## src/rtl/alu_writeback_stage.sv

```systemverilog
// ALU writeback stage.
// Latches one ALU result per accepted transaction and commits it to exactly one
// target: the register-file write port, a PC-load request, or the handshaked
// output port. An ALU error, or an output consumer that never acknowledges,
// becomes a sticky exception. The stage then stops accepting work until
// exc_clear is asserted.
module alu_writeback_stage #(
    parameter logic [4:0] OP_LAST_ALU = 5'h13,
    parameter logic [4:0] OP_BEQ      = 5'h17,
    parameter logic [4:0] OP_BNE      = 5'h18,
    parameter logic [4:0] OP_OUT      = 5'h1A,
    parameter int         OUT_TIMEOUT = 1024
) (
    input  logic        clock,
    input  logic        reset,
    input  logic        in_valid,
    output logic        in_ready,
    input  logic [4:0]  in_opcode,
    input  logic [4:0]  in_dest,
    input  logic [31:0] in_result,
    input  logic        in_branch,
    input  logic        in_error,
    input  logic [31:0] in_target,
    output logic        rf_we,
    output logic [4:0]  rf_waddr,
    output logic [31:0] rf_wdata,
    output logic        pc_load,
    output logic [31:0] pc_value,
    output logic        out_valid,
    output logic [31:0] out_data,
    input  logic        out_ack,
    output logic        exc_flag,
    output logic [4:0]  exc_code,
    input  logic        exc_clear,
    output logic [31:0] retired
);

    // The wait counter holds 0..OUT_TIMEOUT-1.
    // Keep it at least one bit wide so that tiny timeouts still elaborate.
    localparam int COUNT_W = (OUT_TIMEOUT > 2) ? $clog2(OUT_TIMEOUT) : 1;
    localparam logic [COUNT_W-1:0] COUNT_LAST = COUNT_W'(OUT_TIMEOUT - 1);

    // Exception code reported when the output consumer never acknowledges.
    localparam logic [4:0] EXC_OUT_TIMEOUT = 5'h1F;

    typedef enum logic [1:0] {
        IDLE     = 2'd0,
        COMMIT   = 2'd1,
        OUT_WAIT = 2'd2,
        HALT     = 2'd3
    } stateT;

    stateT              stateReg;
    logic [COUNT_W-1:0] waitCount;

    // Opcode decode of the incoming transaction.
    // These signals only feed registers, so the commit pulses never have a
    // combinational path from the in_* inputs.
    logic isRegWrite;
    logic isBranchOp;
    logic isOutOp;

    // Classify the incoming opcode.
    always_comb begin
        isRegWrite = (in_opcode <= OP_LAST_ALU);
        isBranchOp = (in_opcode == OP_BEQ) || (in_opcode == OP_BNE);
        isOutOp    = (in_opcode == OP_OUT);
    end

    // The stage accepts only from IDLE.
    // in_ready is also held low while reset is asserted, so upstream never
    // sees a ready that the stage cannot honour yet.
    assign in_ready = (stateReg == IDLE) && reset;

    // Control FSM with registered commit, output-port and exception outputs.
    always_ff @(posedge clock or negedge reset) begin
        if (!reset) begin
            stateReg  <= IDLE;
            waitCount <= '0;
            rf_we     <= 1'b0;
            rf_waddr  <= '0;
            rf_wdata  <= '0;
            pc_load   <= 1'b0;
            pc_value  <= '0;
            out_valid <= 1'b0;
            out_data  <= '0;
            exc_flag  <= 1'b0;
            exc_code  <= '0;
            retired   <= '0;
        end else begin
            // Commit strobes are single-cycle pulses unless set below.
            rf_we   <= 1'b0;
            pc_load <= 1'b0;

            case (stateReg)
                IDLE: begin
                    if (in_valid) begin
                        if (in_error) begin
                            // A faulting result is never committed.
                            stateReg <= HALT;
                            exc_flag <= 1'b1;
                            exc_code <= in_opcode;
                        end else if (isOutOp) begin
                            stateReg  <= OUT_WAIT;
                            out_valid <= 1'b1;
                            out_data  <= in_result;
                            waitCount <= '0;
                        end else begin
                            // The commit pulse and the retired count become
                            // visible together during the single COMMIT cycle.
                            // r0 is hardwired, so a write to it is suppressed
                            // but still retires.
                            stateReg <= COMMIT;
                            rf_we    <= isRegWrite && (in_dest != 5'd0);
                            rf_waddr <= in_dest;
                            rf_wdata <= in_result;
                            pc_load  <= isBranchOp && in_branch;
                            pc_value <= in_target;
                            retired  <= retired + 32'd1;
                        end
                    end
                end

                COMMIT: begin
                    stateReg <= IDLE;
                end

                OUT_WAIT: begin
                    // An acknowledge takes priority over the final timeout count.
                    if (out_ack) begin
                        out_valid <= 1'b0;
                        retired   <= retired + 32'd1;
                        stateReg  <= IDLE;
                    end else if (waitCount == COUNT_LAST) begin
                        out_valid <= 1'b0;
                        exc_flag  <= 1'b1;
                        exc_code  <= EXC_OUT_TIMEOUT;
                        stateReg  <= HALT;
                    end else begin
                        waitCount <= waitCount + COUNT_W'(1);
                    end
                end

                HALT: begin
                    // exc_code is kept after clearing for post-mortem inspection.
                    if (exc_clear) begin
                        exc_flag <= 1'b0;
                        stateReg <= IDLE;
                    end
                end

                default: begin
                    stateReg <= IDLE;
                end
            endcase
        end
    end

endmodule

```

## config.mk

```make
export PLATFORM = sky130hd
export DESIGN_NAME = alu_writeback_stage
export DESIGN_NICKNAME = d
export VERILOG_FILES = /design/src/rtl/alu_writeback_stage.sv
export SDC_FILE = /design/constraint.sdc
export NUM_CORES = 1
export LEC_CHECK = 0
export BUFFER_PORTS_ARGS = -buffer_cell sky130_fd_sc_hd__buf_4
export CAP_MARGIN = 0
export CORE_MARGIN = 2
export CORE_UTILIZATION = 50
export DETAILED_ROUTE_END_ITERATION = 16
export GPL_TIMING_DRIVEN = 0
export PLACE_DENSITY = 0.8
export SLEW_MARGIN = 0
export SYNTH_ARGS = -nofsm -noshare
export SYNTH_HDL_FRONTEND = slang
export SYNTH_SLANG_ARGS = --single-unit
```

## constraint.sdc

```tcl
create_clock -name clock -period 2.9 [get_ports clock]
set_input_delay 0.58 -clock clock [delete_from_list [all_inputs] [get_ports clock]]
set_output_delay 0.58 -clock clock [all_outputs]
set_load 0.01 [all_outputs]
```

# Word-level counts from Yosys, hierarchy flattened
# Cells that the tools add are included.
classes:
  add_sub_neg: 2
  order_cmp: 1
  eq_ne: 18
  muxes: 43
  bitwise_logic: 2
  reduce_logical: 16
op_table:
  columns: ["cell", "n"]
  rows:
  - ["two-way mux 32 bit", 4]
  - ["case mux 32 bit (2 select lines)", 1]
  - ["two-way mux 10 bit", 5]
  - ["adder 32 x 1 -> 32 bit (second input constant)", 1]
  - ["two-way mux 5 bit", 4]
  - ["!= test 2 bit (second input constant)", 10]
  - ["case mux 10 bit (2 select lines)", 1]
  - ["two-way mux 1 bit", 18]
  - ["== test 5 bit (second input constant)", 3]
  - ["AND reduction 5 bit", 3]
  - ["two-way mux 2 bit", 6]
  - ["AND reduction 6 bit", 2]
  - ["adder 10 x 1 -> 10 bit (second input constant)", 1]
  - ["== test 10 bit (second input constant)", 1]
  - ["case mux 5 bit (2 select lines)", 1]
  - ["case mux 2 bit (4 select lines)", 1]
  - ["AND reduction 4 bit", 2]
  - ["less-or-equal comparator 5 bit (second input constant)", 1]
  - ["nonzero test 5 bit", 1]
  - ["== test 2 bit (second input constant)", 2]
  - ["logical AND 1 bit", 3]
  - ["!= test 3 bit (second input constant)", 1]
  - ["case mux 1 bit (3 select lines)", 1]
  - ["AND reduction 3 bit", 1]
  - ["other kinds (7)", 8]
totals:
  regBits: 154
  wordCells: 94

# Logic depth before layout (Yosys ltp)
depth:
  ltp_word: 7
  depth_mapped: 8
  ltp_nobuf: 7

# Least setup slack after synthesis
# OpenSTA, ideal clock, no wires.
synth_path:
  path_kind: "input-to-reg"
  startpoint: "input in_opcode[0]"
  endpoint: "register waitCount[3]"
  setup_time_ps: 126
  t_arrival_ps: 1967
  required_time_ps: 2774
  slack_ps: 807
  stages: 5
  path_buffers: 1
  path_cell_list: "or3b_1 -> buf_2 -> nor3_4 -> o22ai_2 -> a221o_1"
synth_between:
  elab_chain_len: 3
synth_lines:
  columns: ["element", "line", "rtl"]
  rows:
  - ["start: declaration", "18", "input logic [4:0] in_opcode,"]
  - ["== test 5 bit", "67", "isOutOp = (in_opcode == OP_OUT);"]
  - ["!= test 2 bit (no line)", null, null]
  - ["AND reduction 6 bit (no line)", null, null]
  - ["end signal: assignment", "140", "waitCount <= waitCount + COUNT_W'(1);"]
  - ["end: declaration", "54", "logic [COUNT_W-1:0] waitCount;"]
# No other way between the ends.
# A chain may end at the register's enable or synchronous reset.

# Final worst setup path
layout_path:
  startpoint: "register stateReg[1]"
  endpoint: "register pc_load"
layout_between:
  elab_chain_len: 2
layout_lines:
  columns: ["element", "line", "rtl"]
  rows:
  - ["start: declaration", "53", "stateT stateReg;"]
  - ["start signal: assignment", "78", "stateReg <= IDLE;"]
  - ["start signal: assignment", "100", "stateReg <= HALT;"]
  - ["start signal: assignment", "104", "stateReg <= OUT_WAIT;"]
  - ["zero test 2 bit", "95", "case (stateReg)"]
  - ["two-way mux 1 bit", "95", null]
  - ["end signal: assignment", "117", "pc_load <= isBranchOp && in_branch;"]
  - ["end: declaration", "27", "output logic pc_load,"]
# No other way between the ends.

==> results_dict.tcl <==
set metrics [dict create \
    yosys_warnings 0 \
    detailedRoute.firstPassIterationCount 5 \
    numPortBuffers 223 \
    post_route_cells_drive_above_1_share_pct 29.0 \
    fin_setup_tns_ps 0 \
    fin_crit_sh_pct 87.7 \
    synth.cell_area_um2 6430 \
    cp.buffers_inverters 2 \
    powerDensity_nw_per_um2 911 \
    clock_path_buffers 2 \
    postSynthNetCount 761 \
    wl_per_cell_um 15.4 \
    via_per_inst 5.05 \
    share_comb_of_total_power_pct 33.1 \
    ys_async_sr_fraction_pct 100 \
    floorplan.io_pins 224 \
    setup_viol 0 \
    area_of_the_core_region_um2 12600 \
    power_frac_seq_pct 39.6 \
    crit_path_required_time_ps 3250 \
    finalHoldViolations 0 \
    holdCritPathClass "input port to asynchronous set/reset pin" \
    ys_seq_elements 154 \
    final.min_clock_period_ps 2540 \
    antenna-diode-count 0 \
    place_congestion 0.902 \
    post_cts.repair.setup_buffers 0 \
    most-common-layout-cells "sky130_fd_sc_hd__nand2_1, sky130_fd_sc_hd__buf_4, sky130_fd_sc_hd__dfrtp_1" \
    grtUsageTotal_pct 25.3 \
    power_frac_clock_pct 27.3 \
    start_kind "register" \
    cts.clk_slew.worst_paths_ps 60 \
    insertion_delay_ps 420 \
    die_height_um 117 \
    largest_net_degree_at_the_start_of_global_routing 83 \
    setup_ws_ps 356 \
    setup_repair_after_global_routing_missed_its_margin "no" \
    synth_top_cells_by_area "sky130_fd_sc_hd__dfrtp_1, sky130_fd_sc_hd__nand2_1, sky130_fd_sc_hd__xnor2_1" \
    via_count_of_the_first_global_routing_pass 5437 \
    final_common_cell "sky130_fd_sc_hd__nand2_1" \
    synth-seq-area-share_pct 59.9 \
    syn_area_per_cell_um2 9.53 \
    cellInternalPower_mw 5.47 \
    number_of_flops_mapped_to_enable_cells_by_yosys 0 \
    finClkSkew_ps 7.09 \
    run_status "finished clean" \
    power.ir.vdd_worst_uv 448 \
    synthDominantCellAreaShare_pct 59.9 \
    synthFlopType "sky130_fd_sc_hd__dfrtp_1" \
    cts_max_level 4 \
    number_of_antenna_violations_at_the_first_check_in_global_routing 0 \
    worstSetupEndpointType "register" \
    nets 1004 \
    synth.distinct_cells 48 \
    worst_slew_margin_rel_pct 52.9 \
    power_switching_share_pct 32.9 \
    criticalPathCategory "register to register" \
    max_cap_viol 0 \
    relative_area_change_from_synthesis_to_final_layout_pct 39.1 \
    synthesis.instances 675 \
    worstPathArrival_ps 2900 \
    slowest_stage "sky130_fd_sc_hd__nor2_1" \
    static-leakage-power_nw 4.81 \
    tritoncts.num_buffers 17 \
    worstReg2RegStart "stateReg[1]" \
    place_ws_ps 312 \
    max_clock_freq_ghz 0.393 \
    fp.dieW_um 117 \
    detail_placement_hpwl_um 12300 \
    regToRegEndpoint "pc_load" \
    wire_length_of_the_first_global_routing_pass_um 27600 \
    detailedRoute.firstIterationViolations 412 \
    floorplan.initialDensity_pct 51.2 \
    postLayoutCoreUtil_pct 71.2 \
    cts.hold.buffers_added 0 \
    slew_viol_final 0 \
    worst_pin_slew_ps 704 \
    worst_r2r_path_depth 6 \
    detailed_place.area_um2 8350 \
    total_switching_power_mw 2.68 \
    synth_largest_area_cell "sky130_fd_sc_hd__dfrtp_1" \
    antenna_left 0 \
    crit_path_max_fanout 10 \
    die-area_um2 13800 \
    post_cts_resize_count 0 \
    critical_path.cell_chain "inv_1 > ha_1 > nand3b_1 > nor2_1 > clkbuf_1 > and4_1" \
    overflow 0 \
    fin_area_um2 8950 \
    fin_worst_hold_slack_ps 157 \
    cts.sink_count 154 \
    tritoncts "done" \
    wl_um 16900 \
    route.detailed.drc 0 \
    ff2ff_setup_slack_ps 360 \
    fillerInstances 967 \
    rows 41 \
    critical_path.top_delay_family "simple AND/OR/NAND/NOR gates" \
    cts_root_buf "sky130_fd_sc_hd__clkbuf_16" \
    via_count 5569 \
    slowest_delay_ps 590 \
]
==> cells by family after synthesis <==
| logic type | Yosys count | share of synthesized area [%] |
|---|---|---|
| AO/OA/AOI/OAI | 48 | 6.21 |
| XOR/XNOR | 31 | 4.22 |
| adder cells (fa/ha/maj) | 5 | 0.973 |
| buffers and inverters | 32 | 2.08 |
| flip-flops | 154 | 59.9 |
| multiplexers | 3 | 0.506 |
| AND/OR/NAND/NOR | 402 | 26.1 |
==> routing by layer <==
layer  GRT usage [%]  vias up  share of wire (%)  routed length [um]
li1                -     2676                  -                   -
met1            33.6     2658                 44                7390
met4            8.28        0                1.6                 267
met3            7.15       25                6.4                1080
met2            40.2      210                 48                8190
met5               0        -                  0                   0
==> power by group through the flow <==
stage                     Clock, mW  Sequential (mW)  Combinational, mW
final                          2.22             3.23               2.70
after global routing           2.36             3.32               2.94
after CTS                      2.25             3.23               2.72
after detailed placement          0             3.25               2.70
after global placement            0             3.23               2.63
after floorplan                   0             3.52              0.914
==> stage by stage <==
step,power [mW],std cells
6_report,8.15,1103
5_1_grt,8.62,1103
4_1_cts,8.20,1103
3_5_place_dp,5.95,1071
3_3_place_gp,5.86,1070
2_1_floorplan,4.43,675
==> area by class of cell <==
type	instances	area (um^2)	area share (%)
plain buffers	25	108	1.20
clock buffers	20	447	4.99
clock inverters	12	149	1.66
inverters	7	26.3	0.294
multi-input cells	489	2440	27.3
flip-flops and latches	154	3850	43.1
well taps	172	215	2.41
repair buffers	224	1710	19.1
==> registers in the layout, indices dropped and copies added, names as in the netlist, 2 cells and up <==
| name | count |
|---|---|
| pc_value | 32 |
| out_data | 32 |
| rf_waddr | 5 |
| exc_code | 5 |
| retired | 32 |
| waitCount | 10 |
| rf_wdata | 32 |
| stateReg | 2 |
==> worst max-delay path by stage <==
stage / start / to / slack, ps / cells past startpoint
floorplan: in_opcode[0] / waitCount[3] / 810 / 5
global placement: reset / in_ready / -170 / 3
detailed placement: in_opcode[3] / pc_load / 310 / 7
CTS: stateReg[0] / pc_load / 400 / 6
global route: stateReg[1] / pc_load / 180 / 6
finish: stateReg[1] / pc_load / 360 / 6
==> synthesized netlist by cell type, drive strengths merged (7+ instances only) <==
master / count
nand2: 323
dfrtp: 154
nor2: 22
xnor2: 17
clkbuf: 16
nand3: 14
xor2: 14
and4: 9
buf: 9
o21ai: 9
nand4: 8
inv: 7
No activity file was read; power rests on OpenSTA's default activity.
